<file path="src/rtl/lcd_pkg.sv">
// ---------------------------------------------------------------------------
// lcd_pkg
// Shared definitions for the LCD host controller slice.
//   - MEM_AW / MEM_DW : geometry of the 64x8 image ROM and capture RAM
//   - CMD_W           : width of an engine command code
//   - cmd_e           : engine command codes 0..11 (WRITE is the terminal one)
//   - state_e         : host sequencer states
// ---------------------------------------------------------------------------
package lcd_pkg;

    localparam int MEM_AW = 6;
    localparam int MEM_DW = 8;
    localparam int CMD_W  = 4;

    typedef enum logic [CMD_W-1:0] {
        CMD_WRITE       = 4'd0,
        CMD_SHIFT_UP    = 4'd1,
        CMD_SHIFT_DOWN  = 4'd2,
        CMD_SHIFT_LEFT  = 4'd3,
        CMD_SHIFT_RIGHT = 4'd4,
        CMD_MAX         = 4'd5,
        CMD_MIN         = 4'd6,
        CMD_AVG         = 4'd7,
        CMD_CCW         = 4'd8,
        CMD_CW          = 4'd9,
        CMD_MIRROR_X    = 4'd10,
        CMD_MIRROR_Y    = 4'd11
    } cmd_e;

    typedef enum logic [2:0] {
        IDLE,
        ISSUE,
        WAIT_HI,
        WAIT_LO,
        WAIT_DONE,
        FINISH
    } state_e;

endpackage

</file>
<file path="src/rtl/lcd_mem_64x8.sv">
// ---------------------------------------------------------------------------
// lcd_mem_64x8
// 64 x 8 memory with one write port and one registered read port.
// A read and a write to the same address in the same cycle return the byte
// that was stored before the write. The array itself is never reset; only the
// read register clears on reset.
// Ports:
//   clk, reset        : clock, synchronous active-high reset (read register)
//   we, waddr, wdata  : write port, written on the rising edge when we=1
//   re, raddr         : read request; rdata updates only when re=1
//   rdata             : registered read data, holds while re=0
// ---------------------------------------------------------------------------
module lcd_mem_64x8
    import lcd_pkg::*;
(
    input  logic              clk,
    input  logic              reset,
    input  logic              we,
    input  logic [MEM_AW-1:0] waddr,
    input  logic [MEM_DW-1:0] wdata,
    input  logic              re,
    input  logic [MEM_AW-1:0] raddr,
    output logic [MEM_DW-1:0] rdata
);

    logic [MEM_DW-1:0] mem [2**MEM_AW];

    always_ff @(posedge clk) begin
        if (we) begin
            mem[waddr] <= wdata;
        end
    end

    // Non-blocking read of the array gives read-before-write for free.
    always_ff @(posedge clk) begin
        if (reset) begin
            rdata <= '0;
        end else if (re) begin
            rdata <= mem[raddr];
        end
    end

endmodule

</file>
<file path="src/rtl/lcd_host.sv">
// ---------------------------------------------------------------------------
// lcd_host
// Host-side sequencer for an LCD image engine. It holds an image ROM the
// engine reads, a capture RAM the engine writes, and a command script that is
// replayed to the engine one strobe at a time with a busy handshake.
// Ports:
//   clk, reset                   : clock, synchronous active-high reset
//   cmd, cmd_valid               : command code and one-cycle strobe
//   busy, done                   : engine handshake inputs
//   IROM_rd, IROM_A, IROM_Q      : engine read port into the image ROM
//   IRAM_valid, IRAM_A, IRAM_D   : engine write port into the capture RAM
//   rom_we, rom_addr, rom_data   : image preload into the ROM
//   prog_we, prog_addr, prog_cmd : script load (honoured only while idle)
//   start                        : begin replaying the script
//   ram_rd_addr, ram_rd_data     : host readback of the capture RAM
//   finished, error              : run complete / watchdog expired
// Build option: define LCD_HOST_TIMEOUT_EN to enable the wait-state watchdog;
// otherwise error is tied low and waits are unbounded.
// ---------------------------------------------------------------------------
module lcd_host
    import lcd_pkg::*;
#(
    parameter int CMD_DEPTH   = 32,
    parameter int TIMEOUT_CYC = 4096
) (
    input  logic                         clk,
    input  logic                         reset,
    output logic [CMD_W-1:0]             cmd,
    output logic                         cmd_valid,
    input  logic                         busy,
    input  logic                         done,
    input  logic                         IROM_rd,
    input  logic [MEM_AW-1:0]            IROM_A,
    output logic [MEM_DW-1:0]            IROM_Q,
    input  logic                         IRAM_valid,
    input  logic [MEM_AW-1:0]            IRAM_A,
    input  logic [MEM_DW-1:0]            IRAM_D,
    input  logic                         rom_we,
    input  logic [MEM_AW-1:0]            rom_addr,
    input  logic [MEM_DW-1:0]            rom_data,
    input  logic                         prog_we,
    input  logic [$clog2(CMD_DEPTH)-1:0] prog_addr,
    input  logic [CMD_W-1:0]             prog_cmd,
    input  logic                         start,
    input  logic [MEM_AW-1:0]            ram_rd_addr,
    output logic [MEM_DW-1:0]            ram_rd_data,
    output logic                         finished,
    output logic                         error
);

    localparam int PTR_W = $clog2(CMD_DEPTH);
    localparam logic [PTR_W-1:0] LAST_PTR = PTR_W'(CMD_DEPTH - 1);

    state_e           state;
    logic [PTR_W-1:0] ptr;
    logic             wrapped;
    logic [CMD_W-1:0] script [CMD_DEPTH];

    lcd_mem_64x8 u_rom (
        .clk   (clk),
        .reset (reset),
        .we    (rom_we),
        .waddr (rom_addr),
        .wdata (rom_data),
        .re    (IROM_rd),
        .raddr (IROM_A),
        .rdata (IROM_Q)
    );

    lcd_mem_64x8 u_ram (
        .clk   (clk),
        .reset (reset),
        .we    (IRAM_valid),
        .waddr (IRAM_A),
        .wdata (IRAM_D),
        .re    (1'b1),
        .raddr (ram_rd_addr),
        .rdata (ram_rd_data)
    );

    // Script storage is only writable while idle so a running replay can
    // never see its commands change underneath it.
    always_ff @(posedge clk) begin
        if (prog_we && state == IDLE) begin
            script[prog_addr] <= prog_cmd;
        end
    end

`ifdef LCD_HOST_TIMEOUT_EN
    localparam int WD_W = $clog2(TIMEOUT_CYC + 1);

    logic [WD_W-1:0] wd_cnt;
    logic            in_wait;
    logic            wait_exit;

    // A wait state is being left this cycle exactly when its handshake
    // condition is met; the watchdog restarts on that transition.
    always_comb begin
        in_wait   = (state == WAIT_HI) || (state == WAIT_LO) || (state == WAIT_DONE);
        wait_exit = ((state == WAIT_HI) && busy)
                 || ((state == WAIT_LO) && !busy)
                 || ((state == WAIT_DONE) && done);
    end
`else
    assign error = 1'b0;
`endif

    // Sequencer. cmd/cmd_valid default to zero every cycle so a strobe is
    // only ever one cycle wide. Once the pointer has wrapped without a WRITE
    // being seen, the next issue slot sends an implied WRITE to close the run.
    always_ff @(posedge clk) begin
        if (reset) begin
            state     <= IDLE;
            cmd       <= '0;
            cmd_valid <= 1'b0;
            ptr       <= '0;
            wrapped   <= 1'b0;
            finished  <= 1'b0;
`ifdef LCD_HOST_TIMEOUT_EN
            error     <= 1'b0;
            wd_cnt    <= '0;
`endif
        end else begin
            cmd       <= '0;
            cmd_valid <= 1'b0;
            case (state)
                IDLE: begin
                    if (start) begin
                        ptr      <= '0;
                        wrapped  <= 1'b0;
                        finished <= 1'b0;
`ifdef LCD_HOST_TIMEOUT_EN
                        error    <= 1'b0;
`endif
                        state    <= ISSUE;
                    end
                end
                ISSUE: begin
                    if (!busy) begin
                        cmd_valid <= 1'b1;
                        if (wrapped) begin
                            cmd   <= CMD_WRITE;
                            state <= WAIT_DONE;
                        end else begin
                            cmd   <= script[ptr];
                            state <= (script[ptr] == CMD_WRITE) ? WAIT_DONE : WAIT_HI;
                        end
                    end
                end
                WAIT_HI: begin
                    if (busy) begin
                        state <= WAIT_LO;
                    end
                end
                WAIT_LO: begin
                    if (!busy) begin
                        ptr <= ptr + PTR_W'(1);
                        if (ptr == LAST_PTR) begin
                            wrapped <= 1'b1;
                        end
                        state <= ISSUE;
                    end
                end
                WAIT_DONE: begin
                    if (done) begin
                        finished <= 1'b1;
                        state    <= FINISH;
                    end
                end
                FINISH: begin
                    state <= IDLE;
                end
                default: begin
                    state <= IDLE;
                end
            endcase

`ifdef LCD_HOST_TIMEOUT_EN
            // Placed after the case so an expiry overrides the normal
            // next-state and flags the run as finished with an error.
            if (in_wait && !wait_exit) begin
                if (wd_cnt == WD_W'(TIMEOUT_CYC - 1)) begin
                    wd_cnt   <= '0;
                    error    <= 1'b1;
                    finished <= 1'b1;
                    state    <= IDLE;
                end else begin
                    wd_cnt <= wd_cnt + WD_W'(1);
                end
            end else begin
                wd_cnt <= '0;
            end
`endif
        end
    end

endmodule

</file>
<file path="config.mk">
export PLATFORM = sky130hd
export DESIGN_NAME = lcd_host
export DESIGN_NICKNAME = d
export VERILOG_FILES = /design/src/rtl/lcd_pkg.sv /design/src/rtl/lcd_mem_64x8.sv /design/src/rtl/lcd_host.sv
export SDC_FILE = /design/constraint.sdc
export NUM_CORES = 1
export LEC_CHECK = 0
export BUFFER_PORTS_ARGS = -buffer_cell sky130_fd_sc_hd__buf_2
export CORE_UTILIZATION = 37
export CTS_CLUSTER_SIZE = 25
export DETAILED_ROUTE_END_ITERATION = 12
export HOLD_SLACK_MARGIN = 0.06
export SLEW_MARGIN = 20
export SYNTH_ARGS = -nofsm -noshare
export SYNTH_HDL_FRONTEND = slang
export SYNTH_SLANG_ARGS = --single-unit
</file>
<file path="constraint.sdc">
create_clock -name clk -period 2.7 [get_ports clk]
set_input_delay 0.81 -clock clk [delete_from_list [all_inputs] [get_ports clk]]
set_output_delay 0.81 -clock clk [all_outputs]
set_load 0.1 [all_outputs]
</file>
==> results of run 1 <==
[state kept, by name, indices dropped and copies added (netlist names), 3 cells and up, named ones only]
signal       count
ptr              5
script         128
cmd              4
u_ram.rdata      8
u_ram.mem      512
u_rom.mem      512
state            3
u_rom.rdata      8
[power groups by stage]
stage	logic (mW)	registers, mW	clock network [mW]
floorplan	0.958	21.0	0
global placement	2.07	20.8	0
detailed placement	2.10	20.8	0
CTS	2.11	20.4	17.9
global route	2.20	20.4	18.6
finish	2.08	20.4	17.5
[cell type report]
type	count	share of cell area, %
Antenna cell	2	0.00923
Clock buffer	131	5.65
Clock inverter	97	2.17
Inverter	1	0.00692
Multi-Input combinational cell	794	18.1
Sequential cell	1188	65.1
Tap cell	1625	3.75
Timing Repair Buffer	337	5.15
[metrics by stage]
step           hold WS [ns]  worst slack [ns]  util (%)  instances
2_1_floorplan         0.451            0.0418         -       2097
3_3_place_gp          0.468            -0.313      40.9       3945
3_5_place_dp          0.477            -0.292      40.9       3945
4_1_cts               0.297             0.138      44.4       4173
5_1_grt               0.336             0.180      44.4       4173
6_report              0.352             0.202      44.4       4175
[worst paths after layout]
kind,to,depth (start not counted)
hold / removal,finished$_SDFFE_PP0P_,3
setup / recovery,IROM_Q[3],1
setup reg to reg,state[2]$_SDFFE_PP0P_,6
hold reg to reg,finished$_SDFFE_PP0P_,2
[metal layers]
layer,vias up,track usage [%],wire [um]
met5,-,0,16
met4,2,6.39,3200
met3,163,3.20,6580
met2,745,27.2,51200
met1,11771,22.4,43600
li1,9516,-,-
[kinds of logic after synthesis]
kind of cell,count (synthesis)
and+or+nand+nor,299
muxes,351
other,1
AOI/OAI and AO/OA,139
buffers and inverters,115
adders and majority gates,2
DFF,1188
xor gates and xnor gates,2
[placed cells by master (no fill, tap or decap), types with 4 or more instances in the layout]
cell type   synthesis  routed
a21oi_1            35      35
a22oi_1            64      64
buf_12              2      35
buf_2              32      75
buf_4               4     225
bufinv_16           0      23
clkbuf_1           56      10
clkbuf_16           0     121
clkinv_1            0      27
clkinv_2            0      27
clkinvlp_4          0       8
dfxtp_1            36      35
edfxtp_1         1152    1152
inv_6               0       4
mux2i_1            37      37
mux4_1             12      12
mux4_2            301     301
nand2_1            24      24
nand2b_1           21      21
nand3_1            16      16
nand3b_1           10      10
nor2_1            178     177
nor2b_1            11       9
nor4_1              9       9
o22ai_1            32      32
or2_2               4       4
or3b_2              7       7
or4_1               4       4
==> impl_metrics.yaml, run 1 <==
outcome:
  outcome: "complete, no violations"
routing:
  dr.pass1.iters: 6
  viasPerCell: 5.32
  drt_first_iter_violations: 2145
  wl_per_cell_um: 25.0
  drcViolationCount: 0
  drt_wl_total_um: 105000
  vias: 22197
  antenna_left: 0
floorplanning:
  die_area_sq_mm: 0.125
  fp.dieH_um: 353
  initial_utilization_pct: 37.4
  io-pin-count: 81
  coreArea_sq_mm: 0.122
  num_rows: 128
  dieWidth_um: 353
hold_path:
  hp-start: "done"
  hp-class: "in2reg"
synth:
  netlist.top_cell.by_area: "edfxtp_1"
  yosys-top-cells-area: "edfxtp_1, mux4_2, dfxtp_1"
  syn_nets: 2157
  synth_ff_type: "edfxtp_1"
  syn_area_sq_mm: 0.0457
  async_flop_share_pct: 0
  yosysWarnings: 0
  synthAdderAreaFrac_pct: 0.0548
  synthXorXnorAreaFrac_pct: 0.0384
  synthTopCellsByCount: "edfxtp_1, mux4_2, nor2_1, a22oi_1, clkbuf_1"
  synth-compound-area-share_pct: 1.99
  synth.yosys.seq_area_share_pct: 77.3
  ys_seq_elements: 1188
  synth.most_common_cell: "edfxtp_1"
  netlist_instances: 2097
  synth_top_family_by_area: "multiplexers"
  yosys.area_share.simple_pct: 3.03
  post_synth.cell_area_avg_sq_um: 21.8
  synth_edf_count: 1152
  muxShareOfSynthArea_pct: 16.4
  synth_top_area_share_pct: 75.8
  yosysUniqueCellTypes: 44
timing:
  finClkSkew_ns: 0.0518
  tightestPinTransition_ns: 0.870
  fin_crit_sh_pct: 92.5
  rsz0062_at_grt: "no"
  layout_min_cycle_time_ns: 2.50
  setup_violations: 0
  max_freq_mhz: 400
  maxSlewViolCount: 0
  setup_tns_ns: 0
  slew_headroom_pct: 42.0
  timing_hold_violations_final: 0
power_and_ir_drop:
  power_frac_seq_pct: 51.0
  p_leak_nw: 17.4
  power.internal_mw: 31.6
  p_per_area_mw_per_mm2: 738
  switching_power_mw: 8.46
  pwr-share-comb_pct: 5.2
  power_switching_share_pct: 21.1
  ir_drop_v: 0.000550
  power_mw: 40.0
  p_clk_share_pct: 43.8
worst_setup_path:
  crit_start: "u_rom.rdata[3]$_SDFFE_PP0P_"
  reg2reg_slack_ns: 0.36
  worstSetupPathType: "reg2out"
  cp_data_required_time_ns: 1.89
  critPathMaxStageDelay_ns: 0.48
  end_kind: "output port"
  cp_slowest_cell: "buf_2"
  critPathBufInv: 1
  crit_family: "buffers and inverters"
  arrival_ns: 1.69
  start_kind: "flip-flop"
  path_max_fanout: 2
  path_cells: "buf_2"
clock_network:
  cts_root_buffer: "clkbuf_16"
  cts_resized: 0
  holdBufCountCts: 0
  cts_buffer_depth: 3
  htree_levels: 3
  cts_tree: "yes"
  clock_latency_ns: 0.74
  clock-sinks: 1188
  path_clk_slew_ns: 0.06
  cts_setup_buffers: 0
  cts_made_buffers: 120
grt:
  antenna_found_initial: 3
  overflow: 0
  grt_max_degree: 65
  grt_usage_pct: 16.8
  grt_pass1_vias: 23451
  grt_pass1_wl_um: 155000
placement:
  dp_hpwl_um: 64900
  dpl-instance-area_sq_mm: 0.0500
  io_buffers: 79
  place.gp.congestion: 0.795
final_layout:
  seq_area_sq_mm: 0.0353
  fillers: 10328
  final_area_sq_mm: 0.0542
  multi_input_area_sq_mm: 0.00982
  nets: 2502
  syn2layout_area_growth_pct: 18.7
  drive_above_1_share_pct: 33.2
job:
  drv_cap: 0
Note: power is estimated with default switching activity, not from simulation.
==> run 2: changes to the inputs <==
clock period = 2.9 ns   (was 2.7 ns; I/O delays follow)
==> run 2 against run 1 <==
  * Highest routed layer unchanged
  * Worst setup slack improved by 0.086 ns
  * First-iteration DRC count decreased by 6.1%
  * Critical endpoint is now IROM_Q[7]
  * Total power decreased by 10%
==> impl_metrics.yaml, run 2 (synthesis results as in run 1) <==
worst_setup_path:
  start_kind: "flip-flop"
  critPathBufInv: 1
  end_kind: "output port"
  critPathMaxStageDelay_ns: 0.50
  cp_slowest_cell: "dfxtp_1"
  worstSetupPathType: "reg2out"
  crit_family: "flip-flops"
  path_max_fanout: 2
  arrival_ns: 1.74
  path_cells: "buf_2"
  cp_data_required_time_ns: 2.03
job:
  drv_cap: 0
floorplanning:
  initial_utilization_pct: 37.4
  die_area_sq_mm: 0.125
  coreArea_sq_mm: 0.122
  fp.dieH_um: 353
  io-pin-count: 81
  dieWidth_um: 353
  num_rows: 128
final_layout:
  final_common_cell: "edfxtp_1"
  nets: 2498
  antennaDiodeCount: 0
  fin_cells: 4164
  final_area_sq_mm: 0.0538
  post-route-util_pct: 44.1
  fillers: 10376
  largestRegisters: "u_ram.mem x512, u_rom.mem x512, script x128"
  drive_above_1_share_pct: 32.1
  syn2layout_area_growth_pct: 17.8
  layout_common_cells: "edfxtp_1, mux4_2, buf_4, nor2_1, clkbuf_16"
timing:
  setup_violations: 0
  finClkSkew_ns: 0.0573
  rsz0062_at_grt: "no"
  setup_tns_ns: 0
  timing_hold_violations_final: 0
  max_freq_mhz: 383
  slew_headroom_pct: 27.4
  tightestPinTransition_ns: 1.08
  maxSlewViolCount: 0
  fin_crit_sh_pct: 90.1
  layout_min_cycle_time_ns: 2.61
hold_path:
  hp-class: "in2reg"
clock_network:
  cts_made_buffers: 117
  clock-sinks: 1188
  holdBufCountCts: 0
  htree_levels: 3
  cts_resized: 0
  cts_buffer_depth: 3
  path_clk_slew_ns: 0.06
  cts_setup_buffers: 0
  cts_tree: "yes"
  clock_latency_ns: 0.77
  cts_root_buffer: "clkbuf_16"
grt:
  grt_usage_pct: 16.6
  grt_pass1_wl_um: 153000
  overflow: 0
  antenna_found_initial: 2
  grt_max_degree: 65
  grt_pass1_vias: 22937
placement:
  dpl-instance-area_sq_mm: 0.0499
  place.gp.congestion: 0.847
  dp_hpwl_um: 66100
  dp.cells: 3944
  io_buffers: 79
power_and_ir_drop:
  ir_drop_v: 0.000557
  p_leak_nw: 17.2
  power_mw: 35.9
  p_per_area_mw_per_mm2: 668
routing:
  vias: 21985
  antenna_left: 0
  drt_wl_total_um: 104000
  viasPerCell: 5.28
  dr.pass1.iters: 5
  drt_first_iter_violations: 2015
  wl_per_cell_um: 24.9
  drcViolationCount: 0
outcome:
  outcome: "complete, no violations"
-- run 2: stage by stage --
stage	hold WS, ns	setup slack (ns)
2_1_floorplan	0.451	0.102
3_3_place_gp	0.473	-0.140
3_5_place_dp	0.475	-0.158
4_1_cts	0.338	0.250
5_1_grt	0.385	0.291
6_report	0.394	0.289
-- run 2: path summary, 6_finish.rpt --
kind	slack [ns]	cells after the start	startpoint	endpoint
max reg2reg	0.51	6	flip-flop	state[2]$_SDFFE_PP0P_
max	0.29	1	u_rom.rdata[7]$_SDFFE_PP0P_	IROM_Q[7]
min	0.39	2	reset	cmd_valid$_SDFF_PP0_
min reg2reg	0.46	2	ptr[4]$_SDFFE_PP0P_	flip-flop
-- run 2: layout make-up --
type | count | area (sq um) | area share (%)
sequential | 1188 | 35300 | 65.7
timing repair buffer | 336 | 2770 | 5.16
tap | 1625 | 2030 | 3.78
clock inverter | 75 | 797 | 1.48
inverter | 1 | 3.75 | 0.00698
clock buffer | 145 | 3030 | 5.64
multi-input combinational | 794 | 9830 | 18.3
-- run 2: report_power, final --
group          switching, mW  internal, mW
sequential            0.0612          19.0
clock                   6.43          8.53
combinational           1.20         0.733
total                   7.70          28.2
-- run 2: metal layers --
layer	vias to the layer above	GRT usage, %	wire, um
li1	9504	-	-
met1	11670	21.9	42900
met2	642	27.5	51800
met3	167	3.19	5940
met4	2	6.02	3150
met5	-	0	18
==> run 3: changes to the inputs <==
BUFFER_PORTS_ARGS = -buffer_cell sky130_fd_sc_hd__buf_4   (was -buffer_cell sky130_fd_sc_hd__buf_2)
CAP_MARGIN = 20   (was default)
CORE_ASPECT_RATIO = 0.8   (was default)
==> run 3 against run 2 <==
  * Clock-buffer cell count up 1
  * Routed wire length down 0.44%
  * Sequential share of layout area up 0.19 points
  * Final area down 0.28%
  * Cell count down 0.65%
  * Via count up 1.3%
  * Critical path depth unchanged
  * Flip-flop and latch count unchanged
  * Global-route usage about the same
  * Critical endpoint is now ram_rd_data[0]
==> impl_metrics.yaml, run 3 (synthesis results as in run 1) <==
routing:
  drt_first_iter_violations: 2260
  antenna_left: 0
  viasPerCell: 5.38
  vias: 22267
  drcViolationCount: 0
  wl_per_cell_um: 25.0
  drt_wl_total_um: 103000
  dr.pass1.iters: 5
final_layout:
  final_common_cell: "edfxtp_1"
  syn2layout_area_growth_pct: 17.4
  layout_common_cells: "edfxtp_1, mux4_2, buf_4, nor2_1, clkbuf_16"
  post-route-util_pct: 44.1
  largestRegisters: "u_ram.mem x512, u_rom.mem x512, script x128"
  nets: 2470
  drive_above_1_share_pct: 31.6
clock_network:
  clock-sinks: 1188
  clock_latency_ns: 0.75
  holdBufCountCts: 0
  cts_made_buffers: 115
  path_clk_slew_ns: 0.06
  cts_resized: 0
  cts_setup_buffers: 0
  cts_root_buffer: "clkbuf_16"
  htree_levels: 3
  cts_tree: "yes"
  cts_buffer_depth: 3
timing:
  finClkSkew_ns: 0.0563
  setup_violations: 0
  maxSlewViolCount: 0
  layout_min_cycle_time_ns: 2.35
  max_freq_mhz: 425
  tightestPinTransition_ns: 0.776
  slew_headroom_pct: 48.3
  setup_tns_ns: 0
  fin_crit_sh_pct: 81.0
  timing_hold_violations_final: 0
  setup_ws_ns: 0.550
  rsz0062_at_grt: "no"
worst_setup_path:
  critPathMaxStageDelay_ns: 0.42
  start_kind: "flip-flop"
  reg2reg_depth: 6
  worstSetupPathType: "reg2out"
  cp_slowest_cell: "dfxtp_1"
  critPathBufInv: 1
  path_cells: "buf_4"
  cp_data_required_time_ns: 2.03
  reg2reg_slack_ns: 0.58
  arrival_ns: 1.48
  crit_family: "flip-flops"
  r2r_end: "state[2]$_SDFFE_PP0P_"
  path_max_fanout: 1
  end_kind: "output port"
power_and_ir_drop:
  p_per_area_mw_per_mm2: 669
  power_mw: 35.9
  p_leak_nw: 17.1
  ir_drop_v: 0.000504
floorplanning:
  num_rows: 114
  initial_utilization_pct: 37.5
  die_area_sq_mm: 0.125
  dieWidth_um: 395
  io-pin-count: 81
  fp.dieH_um: 316
  coreArea_sq_mm: 0.122
job:
  drv_cap: 0
hold_path:
  hold_path_end: "finished$_SDFFE_PP0P_"
  hp-class: "in2reg"
  hp-start: "done"
  whs_path_depth: 3
grt:
  overflow: 0
  grt_pass1_wl_um: 153000
  antenna_found_initial: 1
  grt_pass1_vias: 23039
  grt_usage_pct: 16.6
  grt_max_degree: 65
placement:
  pre_cts_slack_ns: -0.168
  dp_hpwl_um: 63600
  place.gp.congestion: 0.815
  io_buffers: 79
outcome:
  outcome: "complete, no violations"
run 3: routing by layer:
| layer | routed length, um | vias up | part of all wire [%] | track usage, % |
|---|---|---|---|---|
| li1 | - | 9443 | - | - |
| met1 | 46400 | 11885 | 45 | 24.3 |
| met2 | 47500 | 789 | 46 | 25.2 |
| met3 | 7480 | 148 | 7.2 | 3.87 |
| met4 | 1970 | 2 | 1.9 | 4.06 |
| met5 | 11 | - | 0.011 | 0 |
run 3: final cells by class:
type,count,area [sq um]
diodes,1,2.50
repair buffers,310,2640
well taps,1624,2030
multi-input cells,794,9830
clock inverters,73,749
fillers,10197,68000
flip-flops and latches,1188,35300
clock buffers,146,3060
inverters,1,3.75
run 3: worst max path at each step:
stage	startpoint	to	slack, ns	depth (start not counted)
2_1_floorplan	ram_rd_addr[0]	u_ram.rdata[1]$_SDFF_PP0_	0.10	7
5_1_grt	IROM_A[0]	u_rom.rdata[2]$_SDFFE_PP0P_	0.47	8
4_1_cts	u_ram.rdata[0]$_SDFF_PP0_	ram_rd_data[0]	0.49	1
3_5_place_dp	IROM_A[0]	u_rom.rdata[5]$_SDFFE_PP0P_	-0.17	8
3_3_place_gp	IROM_A[0]	u_rom.rdata[2]$_SDFFE_PP0P_	-0.23	8
6_report	u_ram.rdata[0]$_SDFF_PP0_	ram_rd_data[0]	0.55	1
run 3: report_power, final:
group	internal [mW]	switching (mW)
clock	8.48	6.49
sequential	19.0	0.0501
combinational	0.723	1.20
total	28.2	7.74
run 3: stage by stage:
step	hold WS (ns)	instance area, sq um	std cells
after floorplan	0.451	45700	2097
after global placement	0.460	49800	3917
after detailed placement	0.488	49800	3917
after CTS	0.340	53600	4136
after global routing	0.375	53600	4136
final	0.401	53600	4137
